[src/rtl/ctrl_multicycle_pkg.sv]
// Shared encodings for the multicycle controller: FSM states, opcode/funct
// constants, and the ALU op, source-B, PC source and exception cause codes.
package ctrl_multicycle_pkg;

    typedef enum logic [3:0] {
        S_FETCH, S_DECODE, S_MEM_ADDR, S_MEM_READ, S_MEM_WB, S_MEM_WRITE,
        S_R_EXEC, S_R_WB, S_I_EXEC, S_I_WB, S_BRANCH, S_JUMP, S_EXC
    } state_t;

    localparam logic [5:0] OP_RTYPE = 6'h00;
    localparam logic [5:0] OP_LW    = 6'h23;
    localparam logic [5:0] OP_SW    = 6'h2B;
    localparam logic [5:0] OP_BEQ   = 6'h04;
    localparam logic [5:0] OP_J     = 6'h02;
    localparam logic [5:0] OP_ADDI  = 6'h08;

    localparam logic [5:0] FN_ADD = 6'h20;
    localparam logic [5:0] FN_SUB = 6'h22;
    localparam logic [5:0] FN_AND = 6'h24;
    localparam logic [5:0] FN_OR  = 6'h25;
    localparam logic [5:0] FN_SLT = 6'h2A;

    typedef enum logic [2:0] {
        ALU_ADD = 3'b000, ALU_SUB = 3'b001, ALU_AND = 3'b010,
        ALU_OR  = 3'b011, ALU_SLT = 3'b100
    } alu_op_t;

    // Also decoded by the datapath's source-B mux.
    typedef enum logic [1:0] {
        SRCB_REG = 2'b00, SRCB_FOUR = 2'b01, SRCB_OFFSET = 2'b10, SRCB_IMM = 2'b11
    } srcb_t;

    typedef enum logic [1:0] {
        PCSRC_ALU = 2'b00, PCSRC_ALUOUT = 2'b01, PCSRC_JUMP = 2'b10, PCSRC_EXC = 2'b11
    } pc_src_t;

    typedef enum logic [1:0] {
        CAUSE_NONE = 2'b00, CAUSE_ILLEGAL = 2'b01, CAUSE_OVF = 2'b10, CAUSE_BUS = 2'b11
    } cause_t;

endpackage

[src/rtl/ctrl_multicycle_alu_decode.sv]
// R-type funct decoder: ALU operation, illegal-funct flag, and whether the
// operation is a signed add/sub that can overflow.
module ctrl_alu_decode
    import ctrl_multicycle_pkg::*;
(
    input  logic [5:0] funct,
    output alu_op_t    alu_op,
    output logic       illegal,
    output logic       addsub
);

    always_comb begin
        alu_op  = ALU_ADD;
        illegal = 1'b0;
        addsub  = 1'b0;
        case (funct)
            FN_ADD: addsub = 1'b1;
            FN_SUB: begin alu_op = ALU_SUB; addsub = 1'b1; end
            FN_AND: alu_op = ALU_AND;
            FN_OR:  alu_op = ALU_OR;
            FN_SLT: alu_op = ALU_SLT;
            default: illegal = 1'b1;
        endcase
    end

endmodule

[src/rtl/ctrl_multicycle.sv]
// Multicycle control FSM driving datapath muxes and write enables.
// Optional: define CTRL_OVERFLOW_EXC_EN to trap signed overflow on add/sub/addi.
module ctrl_multicycle
    import ctrl_multicycle_pkg::*;
#(
    parameter int MEM_TIMEOUT = 255
) (
    input  logic       clk,
    input  logic       reset,
    input  logic [5:0] opcode,
    input  logic [5:0] funct,
    input  logic       zero,
    input  logic       overflow,
    input  logic       mem_ready,
    output logic       alu_srcA,
    output logic [1:0] alu_srcB,
    output logic [2:0] alu_op,
    output logic       i_or_d,
    output logic       mem_rd,
    output logic       mem_wr,
    output logic       ir_write,
    output logic       reg_write,
    output logic       reg_dst,
    output logic       mem_to_reg,
    output logic       pc_write,
    output logic       pc_write_cond,
    output logic [1:0] pc_src,
    output logic       epc_write,
    output logic [1:0] cause
);

    localparam logic [7:0] WAIT_LAST = 8'(MEM_TIMEOUT - 1);

    state_t     state, state_n;
    cause_t     cause_q, cause_n;
    logic [7:0] wait_cnt;
    logic       mem_wait, timeout;
    alu_op_t    dec_op;
    logic       dec_illegal, dec_addsub;

    ctrl_alu_decode u_alu_dec (
        .funct   (funct),
        .alu_op  (dec_op),
        .illegal (dec_illegal),
        .addsub  (dec_addsub)
    );

    // zero gates the PC write in the datapath, not here.
    logic unused_in;
`ifdef CTRL_OVERFLOW_EXC_EN
    assign unused_in = zero;
`else
    assign unused_in = zero ^ overflow ^ dec_addsub;
`endif

    assign timeout = (wait_cnt == WAIT_LAST);
    assign cause   = cause_q;

    always_ff @(posedge clk or negedge reset) begin
        if (!reset) begin
            state    <= S_FETCH;
            cause_q  <= CAUSE_NONE;
            wait_cnt <= '0;
        end else begin
            state   <= state_n;
            cause_q <= cause_n;
            if (state_n != state)
                wait_cnt <= '0;
            else if (mem_wait && !mem_ready)
                wait_cnt <= wait_cnt + 8'd1;
        end
    end

    always_comb begin
        state_n       = state;
        cause_n       = cause_q;
        mem_wait      = 1'b0;
        alu_srcA      = 1'b0;
        alu_srcB      = SRCB_REG;
        alu_op        = ALU_ADD;
        i_or_d        = 1'b0;
        mem_rd        = 1'b0;
        mem_wr        = 1'b0;
        ir_write      = 1'b0;
        reg_write     = 1'b0;
        reg_dst       = 1'b0;
        mem_to_reg    = 1'b0;
        pc_write      = 1'b0;
        pc_write_cond = 1'b0;
        pc_src        = PCSRC_ALU;
        epc_write     = 1'b0;
        case (state)
            S_FETCH: begin
                mem_rd   = 1'b1;
                alu_srcB = SRCB_FOUR;
                mem_wait = 1'b1;
                // Reset masks the completion so a fetch never lands mid-reset.
                if (mem_ready) begin
                    ir_write = reset;
                    pc_write = reset;
                    state_n  = S_DECODE;
                end else if (timeout) begin
                    state_n = S_EXC;
                    cause_n = CAUSE_BUS;
                end
            end
            S_DECODE: begin
                alu_srcB = SRCB_OFFSET;
                case (opcode)
                    OP_RTYPE: state_n = dec_illegal ? S_EXC : S_R_EXEC;
                    OP_LW, OP_SW: state_n = S_MEM_ADDR;
                    OP_BEQ:  state_n = S_BRANCH;
                    OP_J:    state_n = S_JUMP;
                    OP_ADDI: state_n = S_I_EXEC;
                    default: state_n = S_EXC;
                endcase
                if (state_n == S_EXC) cause_n = CAUSE_ILLEGAL;
            end
            S_MEM_ADDR: begin
                alu_srcA = 1'b1;
                alu_srcB = SRCB_IMM;
                state_n  = (opcode == OP_LW) ? S_MEM_READ : S_MEM_WRITE;
            end
            S_MEM_READ, S_MEM_WRITE: begin
                i_or_d   = 1'b1;
                mem_rd   = (state == S_MEM_READ);
                mem_wr   = (state == S_MEM_WRITE);
                mem_wait = 1'b1;
                if (mem_ready) begin
                    state_n = (state == S_MEM_READ) ? S_MEM_WB : S_FETCH;
                end else if (timeout) begin
                    state_n = S_EXC;
                    cause_n = CAUSE_BUS;
                end
            end
            S_MEM_WB: begin
                reg_write  = 1'b1;
                mem_to_reg = 1'b1;
                state_n    = S_FETCH;
            end
            S_R_EXEC: begin
                alu_srcA = 1'b1;
                alu_op   = dec_op;
                state_n  = S_R_WB;
`ifdef CTRL_OVERFLOW_EXC_EN
                if (overflow && dec_addsub) begin
                    state_n = S_EXC;
                    cause_n = CAUSE_OVF;
                end
`endif
            end
            S_R_WB: begin
                reg_write = 1'b1;
                reg_dst   = 1'b1;
                state_n   = S_FETCH;
            end
            S_I_EXEC: begin
                alu_srcA = 1'b1;
                alu_srcB = SRCB_IMM;
                state_n  = S_I_WB;
`ifdef CTRL_OVERFLOW_EXC_EN
                if (overflow) begin
                    state_n = S_EXC;
                    cause_n = CAUSE_OVF;
                end
`endif
            end
            S_I_WB: begin
                reg_write = 1'b1;
                state_n   = S_FETCH;
            end
            S_BRANCH: begin
                alu_srcA      = 1'b1;
                alu_op        = ALU_SUB;
                pc_write_cond = 1'b1;
                pc_src        = PCSRC_ALUOUT;
                state_n       = S_FETCH;
            end
            S_JUMP: begin
                pc_write = 1'b1;
                pc_src   = PCSRC_JUMP;
                state_n  = S_FETCH;
            end
            S_EXC: begin
                epc_write = 1'b1;
                pc_write  = 1'b1;
                pc_src    = PCSRC_EXC;
                state_n   = S_FETCH;
            end
            default: state_n = S_FETCH;
        endcase
    end

endmodule
[config.mk]
export PLATFORM = sky130hd
export DESIGN_NAME = ctrl_multicycle
export DESIGN_NICKNAME = d
export VERILOG_FILES = /design/src/rtl/ctrl_multicycle_pkg.sv /design/src/rtl/ctrl_multicycle_alu_decode.sv /design/src/rtl/ctrl_multicycle.sv
export SDC_FILE = /design/constraint.sdc
export NUM_CORES = 1
export LEC_CHECK = 0
export CORE_MARGIN = 4
export CORE_UTILIZATION = 30
export CTS_CLUSTER_DIAMETER = 60
export DETAILED_ROUTE_END_ITERATION = 16
export MAX_ROUTING_LAYER = met4
export PLACE_DENSITY = 0.58
export RECOVER_POWER = 100
export SLEW_MARGIN = 15
export SYNTH_ARGS = -nofsm -noshare
export SYNTH_HDL_FRONTEND = slang
export SYNTH_SLANG_ARGS = --single-unit
[constraint.sdc]
create_clock -name clk -period 3.3 [get_ports clk]
set_clock_uncertainty 0.1 [all_clocks]
set_input_delay 0.495 -clock clk [delete_from_list [all_inputs] [get_ports clk]]
set_output_delay 0.495 -clock clk [all_outputs]
set_load 0.03 [all_outputs]
# == Word level (Yosys, flattened, before mapping) ==
# Index checks and enable logic that the tools add are counted.
# totals
out_inout_bits,20
wordCells,79
inputBits,17
register_bits,14
# classes
n_mux,32
eq_ne,28
n_reduce_logical,15
add_sub_neg,1
# op_table
op,count
equality test 6 bit (second input constant),7
equality test 4 bit (second input constant),6
one-hot mux 4 bit (6 select lines),1
2-to-1 mux 4 bit,5
one-hot mux 4 bit (5 select lines),1
equality test 4 x 3 -> 1 bit (second input constant),4
2-to-1 mux 8 bit,2
one-hot mux 2 bit (3 select lines),2
one-hot mux 3 bit (4 select lines),1
2-to-1 mux 1 bit,11
adder 8 x 1 -> 8 bit (second input constant),1
equality test 4 x 2 -> 1 bit (second input constant),2
equality test 8 bit (second input constant),1
OR reduction 2 bit,4
equality test 6 x 2 -> 1 bit (second input constant),1
equality test 6 x 3 -> 1 bit (second input constant),1
equality test 6 x 4 -> 1 bit (second input constant),1
zero test 6 bit,1
2-to-1 mux 2 bit,3
2-to-1 mux 3 bit,2
one-hot mux 3 bit (2 select lines),1
OR reduction 3 bit,2
OR reduction 5 bit,1
equality test 4 x 1 -> 1 bit (second input constant),1
11 further kinds,14

# == Logic depth before layout (Yosys ltp) ==
# Gate-level depths: netlist (run 1).
# depth
depth_word,8
mapped_depth,7

# == Hierarchy ==
# A second synthesis (run 1) with hierarchy kept.
# unflattened
hier_cells,159
hier_area_um2,1219.9
# by_module_without_submodules
mod,instances,area_per_inst_um2,cells_per_inst
ctrl_multicycle,1,1136.1,148
ctrl_alu_decode,1,83.8,11

# == Least setup slack after synthesis (run 1) ==
# OpenSTA, ideal clock, no wires.
# synth_path
kind,register to output
from,register state[0]
to,output port alu_op[1]
path_buffers,1
path_stages_with_launch,5
path_slack_ns,0.390
t_arrival_ns,2.315
cell_sequence,dfrtp_1 -> buf_6 -> nand2b_1 -> or4b_1 -> nor4b_1
# synth_via
elab_chain_len,2
elab_cells_between_ends,3
cone_classes,2 x eq/ne; 1 x mux
# synth_lines
element,line,text
"start, declared",ctrl_multicycle.sv:34,"state_t state, state_n;"
"start signal, assigned",ctrl_multicycle.sv:65,state <= state_n;
equality test 4 bit / equality test 4 x 3 -> 1 bit (equally long branches),ctrl_multicycle.sv:92,case (state)
one-hot mux 3 bit (2 select lines) (*),ctrl_multicycle.sv:92,
"end, declared",ctrl_multicycle.sv:17,"output logic [2:0] alu_op,"
# Mark *: on every way between the ends. The rest lies on a longest branch, timed or not.

# == Worst setup path after layout (run 1) ==
# layout_path
from,register state[3]
to,output port alu_op[1]
# Same word-level chain as after synthesis.

==> impl_results.md, run 1 <==
* Outcome: completed
* Routed Antenna Nets at 0
* Worst path slowest cell: clkdlybuf4s50_1
* WL/cell at between 10 and 15 um
* Cell count after synthesis at about 160
* Core ar. at about 4400 um2
* Initial antenna violation count at 0
* Fraction of registers with async set/reset at 100.0%
* CTS buffer count at 3
* Worst Path Required at 2700 ps
* Final worst setup slack at between 150 and 200 ps
* Placed cell area at ~1700 um2
* CP Cell Sequence: nand2b_1, or4b_1, nor4b_1, clkdlybuf4s50_1
* Final worst-path cycle share at between 90% and 100%
* Area grow syn2layout at 28.03%
* Max Root-Sink Buffers at 2
* Post-synth EDFFs at 0
* Number of vias per cell at about 5.2
* Vias in the first global route at about 1100
* Fmax at roughly 320 MHz
* Worst EP arrival at between 2000 and 3000 ps
* DRC Markers at 0
* Largest delay share family, worst path: simple AND/OR/NAND/NOR gates
* Initial DRT Pass Iterations at 4
* Setup Crit Path Kind: reg2out
* Final Cell Area at 1760 um2
* Die Span X at approximately 76 um
* Worst Tran Pin Value at around 800 ps
* Area of the multi-input gates at 900.9 um2
* YS warnings at 0
* Total power density per cell area at approximately 630 nW/um2
* HP Class: reg2reg
* Setup Buffers After CTS at 0
* Yosys cell types at 56
* Total GRT Usage at between 10% and 20%
* Via count at 1300
* Final WL at roughly 3400 um
* Diode count at 0
* VDD IR-drop max at roughly 0.2 mV
* Drt initial violations at slightly below 90
* Final setup viols at 0
* Top_reg_cell synth: dfrtp_1
* Clock sink count at 14
* Post-Place Worst Slack at between 150 and 200 ps
* Cell accounting for the most synthesized area: dfrtp_1
* Die H at between 70 and 80 um
* Rel. slew slack at between 40% and 50%
* Ports at 37
* CP Max Fanout at 7
* Leak at 0.7161 nW
* Crit path buf inv count at 1
* CP Launch Type: flip-flop
* R2R setup slack at ~880 ps
* Pins Over Slew Limit at 0
* RD Place Congestion at ~0.86
* Post-CTS Hold Buffers at 0
* Worst Setup End Kind: output pin
* First-pass GRT wire length at 5561 um
* Unrepaired setup endpoints after global routing: no
* CTS tree: built
* Hold slack final at approximately 370 ps
* Syn_nets at 183
* Top-area cell type share of the netlist area at between 20% and 30%
* Post-Layout Cell Count at 250
* Clock root cell: clkbuf_8
* Layout Nets at 218
* I/O Buffers at 34
* Final Hold Fails at 0
* Initial Util at around a third
* Min cycle time layout at roughly 3100 ps
* PostCTS Resize Cnt at 0
* DPL Wire Length at between 2000 and 3000 um
* Placed cells at around 250
* Register Area at 350.3 um2
* Top cells by area, synth: dfrtp_1, nor2_1, buf_6
* Post-synthesis sequential area ratio at roughly a quarter
* Fillcell total at around 470
* CTS H-tree depth at 1
* # Max-Cap Violations at 0
* Worst-path clk slew at about 60 ps
* Synthesized area per cell at 8.385 um2
* # rows at 24
* Die area at 5730 um2
* GRT overflow at 0
* Synthesized flop and latch total at 14
* Layout cells sized above 1 at around 15%
* Largest net degree at the start of global routing at 20
* Synth Cell Area at 1375 um2
* Slowest stage delay, CP at 720 ps
* Clk_lat worst skew at roughly 250 ps
* Setup tns final at 0 ps
## cell type report
| class | count | area share [%] |
|---|---|---|
| flip-flops and latches | 14 | 19.90 |
| inverters | 3 | 0.6397 |
| multi-input cells | 137 | 51.17 |
| repair buffers | 40 | 21.46 |
| well taps | 52 | 3.696 |
| clock buffers | 4 | 3.127 |
## cell usage after synthesis, drive strengths merged, types with 2 or more instances
cell    instances
dfrtp          14
o32a            2
inv             3
nor3            7
xor2            7
a21oi           8
nand2b          4
nand4           4
nor2           28
nor4            2
a211o           2
o21ai           7
or4b            2
or2             5
clkbuf          3
nand2          13
o32ai           3
buf             7
nand3           6
xnor2           5
or2b            2
ha              2
or4             2
and4            2
and3            2
nor4b           2
a211oi          2
## worst register-to-register path: stages, from the launching register on
cell	delay [ps]
dfrtp_1	370
buf_4	200
xor2_2	350
o32a_1	260
nor2_1	120
o31ai_4	250
o2111ai_1	390
a211oi_2	310
## power by group
part	leakage [nW]	switching, mW	internal, mW
combinational	0.501	0.446	0.272
clock	0.0288	0.0632	0.106
sequential	0.186	0.0179	0.196
## cells by family after synthesis
| logic type | after synthesis | share of synthesized area [%] |
|---|---|---|
| simple gates | 86 | 33.58 |
| compound gates | 36 | 22.84 |
| flops | 14 | 25.48 |
| buf+inv | 13 | 7.369 |
| xor+xnor | 12 | 8.189 |
| fa+ha+maj | 2 | 1.820 |
| mux | 1 | 0.7280 |
## layout by cell type, fill, tap and decap left out, types with 3 or more instances in the layout
master and n:
nand2_1 13, or2_2 5, xnor2_1 5, clkdlybuf4s50_1 13, clkbuf_8 4, a21oi_1 8, nand2b_1 4, inv_1 3
dlygate4sd3_1 21, nand3_1 6, nand4_1 4, nor3_1 7, dfrtp_1 14, o21ai_0 7, xor2_1 6, buf_4 4
nor2_1 28
## sequential cells by signal, summed over array words and instances, names as in the netlist
| name | count |
|---|---|
| wait_cnt | 8 |
| state | 4 |
| cause | 2 |
## worst paths after layout
kind,cells past startpoint,start,endpoint
setup / recovery,4,state[3],alu_op[1]
min in group asynchronous,2,reset,wait_cnt[6]
setup reg to reg,7,state[0],wait_cnt[1]
max in group asynchronous,2,reset,state[0]
hold reg to reg,1,cause[0],cause[0]
hold / removal,1,cause[0],cause[0]
## layer usage
layer | wire length (um) | track usage, %
met1 | 1686 | 17.88
met4 | 36 | 3.495
met5 | 0 | -
met2 | 1593 | 19.65
met3 | 119 | 1.319
## metrics by stage
step / utilization (%) / total power, mW
floorplan: - / 0.7828
global placement: 39.58 / 0.9778
detailed placement: 39.58 / 0.9855
CTS: 40.84 / 1.157
global route: 40.15 / 1.178
finish: 40.15 / 1.101
(Power assumes the default switching activity.)
==> inputs of run 2 (changes only) <==
- CTS_CLUSTER_DIAMETER: 60 -> unset
==> results of run 2 <==
Final layout, timing and power as in run 1 (identical DEF).
==> patch 1 (flow settings as in run 2) <==
Make the reset (`reset`) synchronous in one clocked block.
--- a/src/rtl/ctrl_multicycle.sv
+++ b/src/rtl/ctrl_multicycle.sv
@@ -56,7 +56,7 @@
     assign timeout = (wait_cnt == WAIT_LAST);
     assign cause   = cause_q;
 
-    always_ff @(posedge clk or negedge reset) begin
+    always_ff @(posedge clk) begin
         if (!reset) begin
             state    <= S_FETCH;
             cause_q  <= CAUSE_NONE;
Formal check against the unedited RTL: differs if reset is asserted again (counterexample within 4 cycles, from zero or initial values and one cycle with reset low); with reset held inactive, the same outputs for 10 cycles.
==> patch 1 against run 2 <==
  * Synthesized area down 20%
  * Largest cell class unchanged
  * Wire length down 21%
  * First-iteration DRC count down 44%
  * Worst setup slack better by 0.13 ns
  * Count of clock-buffer cells in the layout unchanged
  * Register-to-register slack worse by 0.40 ns
  * Synthesized cell count down 9.1%
  * Sequential cell count unchanged
  * Final area down 13%
Power is not compared: it rests on default switching activity, and its combinational part moved more than twofold at a synthesized area within 25%.
==> patch 1: results (changes against run 2) <==
* Post-Synth XOR/XNOR Area at 8.71% (+0.52 points)
* TritonRoute pass-1 iters at 2 (-2)
* Hold Path Class: register to register
* Flop2flop setup slack at 0.48 ns (-0.40 ns)
* Syn_nets at 168 (-8.2%)
* Nets at 202 (-7.3%)
* Hold Crit Start: cause[0]
* Library cells used by synthesis at 44 (-21%)
* Combinational share of power at 38.6%
* Synth Area in Adders at 3.17% (+1.3 points)
* Routing usage on met3 at 1.62% (+0.30 points)
* Status: complete, no violations
* Worst-path maximum fanout at 19 (+12)
* Hold path cells at 2 (+1)
* Ys async rst share at 0% (-100 points)
* Top reg by flops: wait_cnt
* Met2 routed WL at 1260 um (-21%)
* Top FF cell, synth: dfxtp_1
* Worst path max stage delay at 0.71 ns
* Number of global-route vias before repair at 1039 (-8.9%)
* GP Congestion at 0.743 (-13%)
* Vias/cell at 4.95 (-4.9%)
* Compound-Gate Fraction of Synth Area at 18.0% (-4.9 points)
* Met1 Use GR at 14.7% (-3.2 points)
* Max FFs per register at 8 (unchanged)
* Commonest cells post-synth: 21 x nor2_1, 14 x dfxtp_1, 11 x nand2_1
* Top Metal Used: met4
* M2 GR Usage at 21.6% (+1.9 points)
* Mux share of post-synthesis cell area at 2.83% (+2.1 points)
* Share of post-route cells with drive strength above 1 at 6.04% (-8.6 points)
* Root buffer cell: clkbuf_8
* M1 WL at 1270 um (-25%)
* Dpl hpwl at 2160 um (-18%)
* Initial DRC count at 49 (-44%)
* Post-synthesis sequential area ratio at 25.3% (-0.14 points)
* Worst hold endpoint: cause[0]
* Slowest stage cell, crit path: dfxtp_1
* Actual slew at the worst max-slew pin at 0.619 ns (-0.163 ns)
* Routed length on met3 at 194 um (+63%)
* Total Routing Usage GR at 12.2% (-0.58 points)
* Reg-to-reg endpoint: wait_cnt[1]
* Top cells by area, synth: dfxtp_1 25%, nor2_1 7.1%, xor2_1 6.3%
patch 1: worst max-delay path by stage:
stage / from / to / slack (ns) / depth (start not counted)
after detailed placement: funct[5] / alu_op[1] / 0.44 / 5
after global placement: funct[5] / alu_op[1] / 0.44 / 5
final: state[0] / pc_write / 0.28 / 6
after global routing: state[2] / alu_op[1] / 0.15 / 5
after CTS: state[2] / alu_op[1] / 0.37 / 5
after floorplan: state[3] / alu_op[1] / 0.74 / 5
patch 1: stage by stage:
stage          setup slack (ns)  std cells  instance area [um2]  hold slack (ns)  utilization [%]
6_report                  0.284        228                 1530            0.345             44.4
5_1_grt                   0.150        228                 1530            0.389             44.4
4_1_cts                   0.367        228                 1540            0.354             44.7
3_5_place_dp              0.442        224                 1480            0.346             43.1
3_3_place_gp              0.436        224                 1480            0.335             43.1
2_1_floorplan             0.738        149                 1110            0.371                -
patch 1: cell type report:
type	count	area (um2)
clock buffer	4	55.1
multi-input combinational	122	758
timing repair buffer	37	359
tap	46	57.6
fill	353	1910
sequential	14	280
inverter	5	18.8
==> patch 2 (flow settings as in run 2) <==
Without the edit above. The option `CTRL_OVERFLOW_EXC_EN` is turned on by a define.
--- a/src/rtl/ctrl_multicycle.sv
+++ b/src/rtl/ctrl_multicycle.sv
@@ -1,5 +1,7 @@
 // Multicycle control FSM driving datapath muxes and write enables.
 // Optional: define CTRL_OVERFLOW_EXC_EN to trap signed overflow on add/sub/addi.
+`define CTRL_OVERFLOW_EXC_EN
+
 module ctrl_multicycle
     import ctrl_multicycle_pkg::*;
 #(
Function: changed (a bounded check fails within 4 cycles, from zero or initial values and one cycle with reset low).
==> patch 2 against run 2 <==
  * Maximum frequency up 4.0%
  * First-iteration DRC count fell by 47%
  * Via count down 6.2%
  * Power shrank 1.3%
  * Synthesized cell count down 4.9%
  * Wire length shrank 11%
  * Clock power is 4% lower
  * Worst setup slack improved by 0.12 ns
  * Worst hold slack improved by 0.021 ns
  * Final area down 8.7%
  * Sequential cell count stayed put
  * Critical path depth increased by 2
  * Register-to-register slack got worse by 0.41 ns
  * Synthesized area down 15%
  * Critical path type is now primary input to primary output
  * Critical endpoint is now alu_op[0]
  * Highest routed layer unchanged
==> patch 2: results (changes against run 2) <==
* IO buf count at 35 (+2.9%)
* Commonest cells post-synth: 28 x nor2_1, 17 x nand2_1, 14 x dfrtp_1
* Reg-to-reg endpoint: cause[1]
* FILL cells at 404 (-13%)
* Slowest stage cell, crit path: dlygate4sd3_1
* Arrival @ worst endpoint at 2.43 ns (-0.12 ns)
* Status: complete, no violations
* Share of post-route cells with drive strength above 1 at 6.28% (-8.4 points)
* Root buffer cell: clkbuf_8
* Max FFs per register at 8 (unchanged)
* Vias/cell at 5.10 (-1.8%)
* Dpl hpwl at 2430 um (-7.5%)
* Initial DRC count at 46 (-47%)
* Syn_nets at 175 (-4.4%)
* Library cells used by synthesis at 43 (-23%)
* Delay-heaviest family, CP: buffers and inverters
* Worst setup path start: funct[4]
* CTS H-tree depth at 1 (unchanged)
* Leak Pwr at 0.000726 uW (+1.3%)
* Number of global-route vias before repair at 1233 (+8.2%)
* Switching pwr at 506 uW (-3.8%)
* Worst-path maximum fanout at 3 (-4)
* Largest net degree at the start of global routing at 18 (-10%)
* Post-synthesis sequential area ratio at 30.0% (+4.5 points)
* Hold_buf cts at 0 (unchanged)
* Flop2flop setup slack at 0.47 ns (-0.41 ns)
* CP Capture Point: alu_op[0]
* Final Util at 43.3% (+3.1 points)
* Worst r2r src: state[0]
* Worst path max stage delay at 0.74 ns (+0.02 ns)
* Nets at 211 (-3.2%)
* Top cells by area, synth: dfrtp_1 30%, nor2_1 9.0%, nand2_1 5.5%
* Max VDD drop at 274 uV (+41%)
* Global-route wire length before repair at 5390 um (-3.1%)
* Wire per inst at 12.8 um (-6.7%)
* Slew HR at 47.0% (-0.83 points)
* Post-DP Area at 1570 um2 (-9.4%)
* Cell depth of the worst flop-to-flop path at 5 (-2)
* GP Congestion at 0.856 (about the same)
* Synth Warn # at 0 (unchanged)
* Total Routing Usage GR at 13.3% (+0.50 points)
* TritonCTS buffer count at 3 (unchanged)
* TritonRoute pass-1 iters at 4 (unchanged)
patch 2: worst min path at each step:
stage	start	end	slack, ns	cells after the start
floorplan	reset	cause[0]	0.1	0
global placement	cause[1]	cause[1]	0.38	1
detailed placement	cause[1]	cause[1]	0.39	1
CTS	cause[1]	cause[1]	0.41	1
global route	cause[1]	cause[1]	0.43	1
finish	cause[1]	cause[1]	0.39	1
patch 2: final cells by class:
cell class / count / share of cell area [%]
multi-input cells: 127 / 45.8
repair buffers: 40 / 23.9
well taps: 48 / 3.74
clock buffers: 4 / 3.42
flip-flops and latches: 14 / 21.8
inverters: 6 / 1.40
patch 2: per-stage QoR:
step | setup WS, ns | instances | power, uW
2_1_floorplan | 0.846 | 156 | 728
3_3_place_gp | 0.383 | 235 | 970
3_5_place_dp | 0.335 | 235 | 980
4_1_cts | 0.323 | 239 | 1150
5_1_grt | 0.187 | 239 | 1170
6_report | 0.279 | 239 | 1090
patch 2: power by group through the flow:
stage          clock network (uW)  registers [uW]  logic [uW]
2_1_floorplan                   0             250         478
3_3_place_gp                    0             250         719
3_5_place_dp                    0             252         728
4_1_cts                       168             250         731
5_1_grt                       182             255         733
6_report                      163             249         674
patch 2: cells by family (layout without fill, tap and decap cells):
group / Yosys count / count (layout) / share of synthesized area, %
multiplexers: 3 / 3 / 2.68
AND/OR/NAND/NOR: 81 / 81 / 33.5
AO/OA/AOI/OAI: 33 / 33 / 20.0
flip-flops: 14 / 14 / 30.0
buffers and inverters: 15 / 50 / 5.57
adder cells (fa/ha/maj): 2 / 2 / 2.14
XOR/XNOR: 8 / 8 / 6.00
patch 2: per-layer routing:
metal	vias up	global-route usage, %	share of wire [%]
met1	574	16.2	46
li1	609	-	-
met2	35	22.1	50
met4	0	3.83	0.33
met5	-	-	0
met3	2	2.59	2.9
